==> src/rtl/ysyx_25070198_pkg.sv <==
// Shared types and constants for the ysyx_25070198 instruction fetch path.
//   ifu_state_t       : prefetch FSM states
//   RESP_OKAY         : read response code for a successful fetch
//   RESET_PC_DEFAULT  : default first fetch address after reset
package ysyx_25070198_pkg;

    typedef enum logic [1:0] {
        IDLE  = 2'd0,
        REQ   = 2'd1,
        WAIT  = 2'd2,
        FAULT = 2'd3
    } ifu_state_t;

    localparam logic [1:0]  RESP_OKAY        = 2'b00;
    localparam logic [31:0] RESET_PC_DEFAULT = 32'h8000_0000;

endpackage

==> src/rtl/ysyx_25070198_sync_fifo.sv <==
// Synchronous FIFO holding fetched instruction entries.
//   clk, rst      : clock and synchronous active-high reset
//   push, wr_data : write an entry (ignored when full)
//   pop           : drop the head entry (ignored when empty)
//   flush         : empty the FIFO; overrides push and pop
//   rd_data       : head entry, valid whenever !empty
//   full, empty   : occupancy flags
//   count         : number of stored entries (0..DEPTH)
// DEPTH must be a power of two so the pointers wrap naturally.
module ysyx_25070198_sync_fifo #(
    parameter int WIDTH = 65,
    parameter int DEPTH = 4
) (
    input  logic                       clk,
    input  logic                       rst,
    input  logic                       push,
    input  logic [WIDTH-1:0]           wr_data,
    input  logic                       pop,
    input  logic                       flush,
    output logic [WIDTH-1:0]           rd_data,
    output logic                       full,
    output logic                       empty,
    output logic [$clog2(DEPTH):0]     count
);
    localparam int AW    = $clog2(DEPTH);
    localparam int CNT_W = AW + 1;

    logic [WIDTH-1:0] mem [DEPTH];
    logic [AW-1:0]    wr_ptr;
    logic [AW-1:0]    rd_ptr;
    logic             do_push;
    logic             do_pop;

    assign full    = (count == CNT_W'(DEPTH));
    assign empty   = (count == '0);
    assign do_push = push && !full;
    assign do_pop  = pop && !empty;
    assign rd_data = mem[rd_ptr];

    always_ff @(posedge clk) begin
        if (rst || flush) begin
            wr_ptr <= '0;
            rd_ptr <= '0;
            count  <= '0;
        end else begin
            if (do_push) wr_ptr <= wr_ptr + AW'(1);
            if (do_pop)  rd_ptr <= rd_ptr + AW'(1);
            // simultaneous push and pop leaves the occupancy unchanged
            case ({do_push, do_pop})
                2'b10:   count <= count + CNT_W'(1);
                2'b01:   count <= count - CNT_W'(1);
                default: count <= count;
            endcase
        end
    end

    // storage is data only; its contents are meaningless until written
    always_ff @(posedge clk) begin
        if (do_push) mem[wr_ptr] <= wr_data;
    end

endmodule

==> src/rtl/ysyx_25070198_ifu_prefetch.sv <==
// Instruction prefetch unit: issues one sequential fetch at a time on an
// AXI-like read channel and buffers the results for decode.
//   clk, rst                       : clock, synchronous active-high reset
//   jump, jump_pc                  : redirect request and its target
//   araddr, arvalid, arready       : fetch address channel
//   rdata, rresp, rvalid           : fetch response (always accepted)
//   inst, inst_pc, inst_fault,
//   inst_valid, inst_ready         : decode-side handshake (FIFO head)
module ysyx_25070198_ifu_prefetch
    import ysyx_25070198_pkg::*;
#(
    parameter int              XLEN     = 32,
    parameter logic [XLEN-1:0] RESET_PC = XLEN'(RESET_PC_DEFAULT),
    parameter int              DEPTH    = 4
) (
    input  logic            clk,
    input  logic            rst,
    input  logic            jump,
    input  logic [XLEN-1:0] jump_pc,
    output logic [XLEN-1:0] araddr,
    output logic            arvalid,
    input  logic            arready,
    input  logic [XLEN-1:0] rdata,
    input  logic [1:0]      rresp,
    input  logic            rvalid,
    output logic [XLEN-1:0] inst,
    output logic [XLEN-1:0] inst_pc,
    output logic            inst_fault,
    output logic            inst_valid,
    input  logic            inst_ready
);
    localparam int ENTRY_W = 2 * XLEN + 1;
    localparam int CNT_W   = $clog2(DEPTH) + 1;
    localparam logic [CNT_W-1:0] DEPTH_C = CNT_W'(DEPTH);

    ifu_state_t       state, state_n;
    logic [XLEN-1:0]  fetch_pc, fetch_pc_n;
    logic [XLEN-1:0]  req_pc, req_pc_n;
    logic             arvalid_n;
    logic             discard, discard_n;
    logic             push, pop, full, empty;
    logic [CNT_W-1:0] count;
    logic [XLEN-1:0]  jump_target;
    logic [XLEN-1:0]  resp_data;
    logic             resp_ok;
    logic [ENTRY_W-1:0] wr_data, rd_data;
    logic             unused_jump_low;

    // redirect targets are word aligned; the low bits are ignored
    assign jump_target     = {jump_pc[XLEN-1:2], 2'b00};
    assign unused_jump_low = ^jump_pc[1:0];

    assign resp_ok   = (rresp == RESP_OKAY);
    assign resp_data = resp_ok ? rdata : '0;
    assign wr_data   = {!resp_ok, req_pc, resp_data};

    // req_pc stays put while a request is pending, so araddr cannot move
    // even when a jump retargets fetch_pc underneath it
    assign araddr     = req_pc;
    assign inst       = rd_data[XLEN-1:0];
    assign inst_pc    = rd_data[2*XLEN-1:XLEN];
    assign inst_fault = rd_data[2*XLEN];
    assign inst_valid = !empty;
    assign pop        = inst_valid && inst_ready && !jump;

    always_comb begin
        state_n    = state;
        fetch_pc_n = fetch_pc;
        req_pc_n   = req_pc;
        arvalid_n  = arvalid;
        discard_n  = discard;
        push       = 1'b0;

        if (jump) fetch_pc_n = jump_target;

        unique case (state)
            IDLE: begin
                // only one request in flight, so a free slot now is a
                // free slot when its response lands
                if (!jump && count < DEPTH_C) begin
                    state_n   = REQ;
                    arvalid_n = 1'b1;
                    req_pc_n  = fetch_pc;
                end
            end
            REQ: begin
                if (arready) begin
                    state_n   = WAIT;
                    arvalid_n = 1'b0;
                    // a stale request must not advance the redirected pc
                    if (!jump && !discard) fetch_pc_n = fetch_pc + XLEN'(4);
                end
                if (jump) discard_n = 1'b1;
            end
            WAIT: begin
                if (rvalid) begin
                    state_n   = IDLE;
                    discard_n = 1'b0;
                    // a response alongside a jump is already stale
                    if (!jump && !discard) begin
                        push = 1'b1;
                        if (!resp_ok) state_n = FAULT;
                    end
                end else if (jump) begin
                    discard_n = 1'b1;
                end
            end
            FAULT: begin
                if (jump) state_n = IDLE;
            end
            default: state_n = IDLE;
        endcase
    end

    always_ff @(posedge clk) begin
        if (rst) begin
            state    <= IDLE;
            fetch_pc <= RESET_PC;
            req_pc   <= RESET_PC;
            arvalid  <= 1'b0;
            discard  <= 1'b0;
        end else begin
            state    <= state_n;
            fetch_pc <= fetch_pc_n;
            req_pc   <= req_pc_n;
            arvalid  <= arvalid_n;
            discard  <= discard_n;
        end
    end

    ysyx_25070198_sync_fifo #(
        .WIDTH (ENTRY_W),
        .DEPTH (DEPTH)
    ) u_fifo (
        .clk     (clk),
        .rst     (rst),
        .push    (push),
        .wr_data (wr_data),
        .pop     (pop),
        .flush   (jump),
        .rd_data (rd_data),
        .full    (full),
        .empty   (empty),
        .count   (count)
    );

    a_no_push_when_full: assert property (@(posedge clk) disable iff (rst) !(push && full));

endmodule
==> config.mk <==
export PLATFORM = sky130hd
export DESIGN_NAME = ysyx_25070198_ifu_prefetch
export DESIGN_NICKNAME = d
export VERILOG_FILES = /design/src/rtl/ysyx_25070198_pkg.sv /design/src/rtl/ysyx_25070198_sync_fifo.sv /design/src/rtl/ysyx_25070198_ifu_prefetch.sv
export SDC_FILE = /design/constraint.sdc
export NUM_CORES = 1
export LEC_CHECK = 0
export ABC_AREA = 1
export CAP_MARGIN = 10
export CELL_PAD_IN_SITES_DETAIL_PLACEMENT = 1
export CELL_PAD_IN_SITES_GLOBAL_PLACEMENT = 1
export CORE_MARGIN = 8
export CORE_UTILIZATION = 44
export DETAILED_ROUTE_END_ITERATION = 8
export PLACE_DENSITY = 0.8
export SLEW_MARGIN = 20
export SYNTH_ARGS = -nofsm -noshare
export SYNTH_HDL_FRONTEND = slang
export SYNTH_SLANG_ARGS = --single-unit
==> constraint.sdc <==
create_clock -name clk -period 5.7 [get_ports clk]
set_input_delay 1.14 -clock clk [delete_from_list [all_inputs] [get_ports clk]]
set_output_delay 1.14 -clock clk [all_outputs]
set_load 0.03 [all_outputs]
==> impl_metrics.tcl <==
set metrics [dict create \
    clk_path_buf_depth 3 \
    vias 10286 \
    worstReg2RegEnd "u_fifo.mem[0][28]$_DFFE_PP_" \
    syn_area_mm2 0.0142 \
    fmax_mhz 225 \
    ys_types 36 \
    post-cts-setup-buffers 0 \
    io_buffers 168 \
    core-area_mm2 0.0316 \
    grtUsageMet1 0.250 \
    start_util 0.448 \
    ys_ff_latch 337 \
    ctsHoldBuffers 0 \
    nets 1550 \
    htreeDepth 2 \
    antenna_found_initial 0 \
    grt_max_degree 101 \
    grtUsageMet2 0.359 \
    netlist_instances 1350 \
    hold_depth 2 \
    finalSetupTns_ns 0 \
    worst-endpoint-required_ns 4.56 \
    min_period_over_period 0.779 \
    cap_violations 0 \
    syn_avg_cell_area_um2 10.5 \
    ff2ff_path_depth 4 \
    p_leak_nw 6.09 \
    synth_largest_area_cell "edfxtp_1" \
    io_pins 171 \
    hold_path_class "reg -> reg" \
    instances_no_fill 1896 \
    period_needed_ns 4.44 \
    whs_ns 0.446 \
    clockRootBuffer "clkbuf_16" \
    place.gp.congestion 0.872 \
    status "finished, final reports clean" \
    die_y_um 196 \
    r2r_start "discard$_SDFFE_PP0P_" \
    drt_iter0_drc 499 \
    grt_pass1_wl_um 61300 \
    dp_slack_ns 1.79 \
    crit_path_start_kind "flip-flop" \
    drive_above_1_share 0.0696 \
    regArea_mm2 0.00935 \
    maxSlewViolCount 0 \
    dp_cells 1830 \
    grt_use_met3 0.0304 \
    cts_resized 0 \
    dpl.hpwl_um 24900 \
    final.setup.worst_slack_ns 1.26 \
    nFillCells 3386 \
    viasPerCell 5.43 \
    die_area_mm2 0.0382 \
    gr-max-usage-layer "met2" \
    routedWlPerCell_um 20.7 \
    fin_worst_skew_ns 0.0136 \
    multi_input_area_mm2 0.00391 \
    worst_pin_slew_ns 1.03 \
    cts_tree "built" \
    fp.dieW_um 196 \
    synth_top_area_frac 0.550 \
    synth_nets 1433 \
    track_usage 0.201 \
    yosysSeqAreaShare 0.659 \
    hold_path_startpoint "fetch_pc[1]$_SDFFE_PP0P_" \
    slew_headroom 0.315 \
    drc 0 \
    peakVddDrop_mv 0.181 \
    rows 65 \
    crit_arrival_ns 3.30 \
    wl_um 39200 \
    path_class "reg -> out" \
    finalHoldViolCount 0 \
    rsz0062_at_grt "false" \
    clk_pin_slew_ns 0.06 \
    worst-path-max-fanout 100 \
    antenna_cells 0 \
    antenna_left 0 \
    grt_pass1_vias 10945 \
    power.total_mw 6.27 \
    area_delta_synth_final_pct 21.0 \
    power.density_mw_per_mm2 365 \
    critPathCaptureType "primary output" \
    holdPathEnd "fetch_pc[1]$_SDFFE_PP0P_" \
    regToRegSetupSlack_ns 2.99 \
    overflow 0 \
    drt_pre_antenna_iters 5 \
    clock_latency_ns 0.51 \
    cts_buffers 37 \
    synth_area_leaders "edfxtp_1, dfxtp_1, o21ai_0, nor2_1, nand2_1" \
    ys.warnings.count 0 \
    setup_viol 0 \
    clock_sinks 337 \
]
-- worst max path at each step --
stage	from	endpoint	slack [ns]
final	flip-flop	inst_pc[15]	1.26
after global routing	flip-flop	inst_pc[15]	1.06
after CTS	flip-flop	inst_pc[15]	1.25
after detailed placement	flip-flop	inst_pc[18]	1.79
after global placement	flip-flop	inst_pc[18]	1.84
after floorplan	rvalid	u_fifo.mem[0][0]$_DFFE_PP_	0.93
-- cells in the mapped netlist, drive strengths merged --
master	instances
o211ai	3
edfxtp	260
buf	56
nand3	24
clkinv	1
xor2	7
dfxtp	77
fa	1
nand4	1
o21ai	218
nor3	4
nor2	228
xnor2	1
a21oi	71
nand2	163
ha	10
a31oi	7
a311oi	2
clkbuf	47
a221oi	1
inv	103
o22ai	65
-- state kept, by name, indices dropped and copies added, names as in the netlist, named ones only --
signal,flops
araddr,32
u_fifo.wr_ptr,2
state,2
arvalid,1
discard,1
fetch_pc,32
u_fifo.mem,260
u_fifo.rd_ptr,2
u_fifo.count,3
-- area by class of cell --
type / instances / area share
sequential: 337 / 0.545
multi-input combinational: 806 / 0.228
timing repair buffer: 181 / 0.106
clock buffer: 46 / 0.0577
tap: 402 / 0.0293
inverter: 104 / 0.0230
clock inverter: 20 / 0.0110
-- metal layers --
metal,part of all wire,vias to the layer above,routed length [um]
met5,0,-,0
met4,0.023,0,916
met3,0.043,60,1690
met2,0.50,208,19800
met1,0.43,5138,16800
li1,-,4880,-
-- metrics by stage --
step	utilization	cell area, um^2
CTS	0.542	17200
global placement	0.505	16000
floorplan	-	14200
detailed placement	0.505	16000
global route	0.542	17200
finish	0.542	17200
-- layout by cell type, fill, tap and decap left out, types with 2 or more instances in the layout --
cell | synthesis | final
a21oi_1 | 70 | 70
a31oi_1 | 7 | 7
buf_12 | 0 | 4
buf_4 | 36 | 9
bufinv_16 | 0 | 3
clkbuf_1 | 47 | 7
clkbuf_16 | 0 | 38
clkdlybuf4s50_1 | 0 | 167
clkinv_1 | 1 | 6
clkinv_2 | 0 | 6
clkinvlp_4 | 0 | 3
dfxtp_1 | 77 | 75
edfxtp_1 | 260 | 260
ha_1 | 10 | 10
inv_1 | 96 | 94
inv_2 | 6 | 7
inv_4 | 1 | 2
inv_6 | 0 | 3
nand2_1 | 156 | 156
nand2_2 | 6 | 6
nand3_1 | 22 | 22
nand3_2 | 2 | 2
nor2_1 | 219 | 215
nor2_2 | 4 | 4
nor2_4 | 5 | 9
nor3_1 | 3 | 3
o211ai_1 | 3 | 3
o21ai_0 | 201 | 201
o21ai_1 | 17 | 17
o22ai_1 | 65 | 65
xor2_1 | 7 | 7
-- critical path: stages, from the launching register on --
cell and delay (ns):
dfxtp_4 0.56, buf_4 0.84, o21ai_0 0.25, o22ai_1 0.34
clkdlybuf4s50_1 0.75
-- where the power goes --
part | internal (mW) | switching [mW]
combinational | 0.321 | 0.581
sequential | 2.85 | 0.183
clock | 1.38 | 0.956
-- cells by family (layout without fill, tap and decap cells) --
kind of cell / count (synthesis) / after routing / share of synthesized area
compound gates: 367 / 367 / 0.138
simple gates: 420 / 420 / 0.120
xor+xnor: 8 / 8 / 0.00494
flops: 337 / 337 / 0.659
buf+inv: 207 / 351 / 0.0679
fa+ha+maj: 11 / 11 / 0.0102
Power figures use the tool's default switching activity.
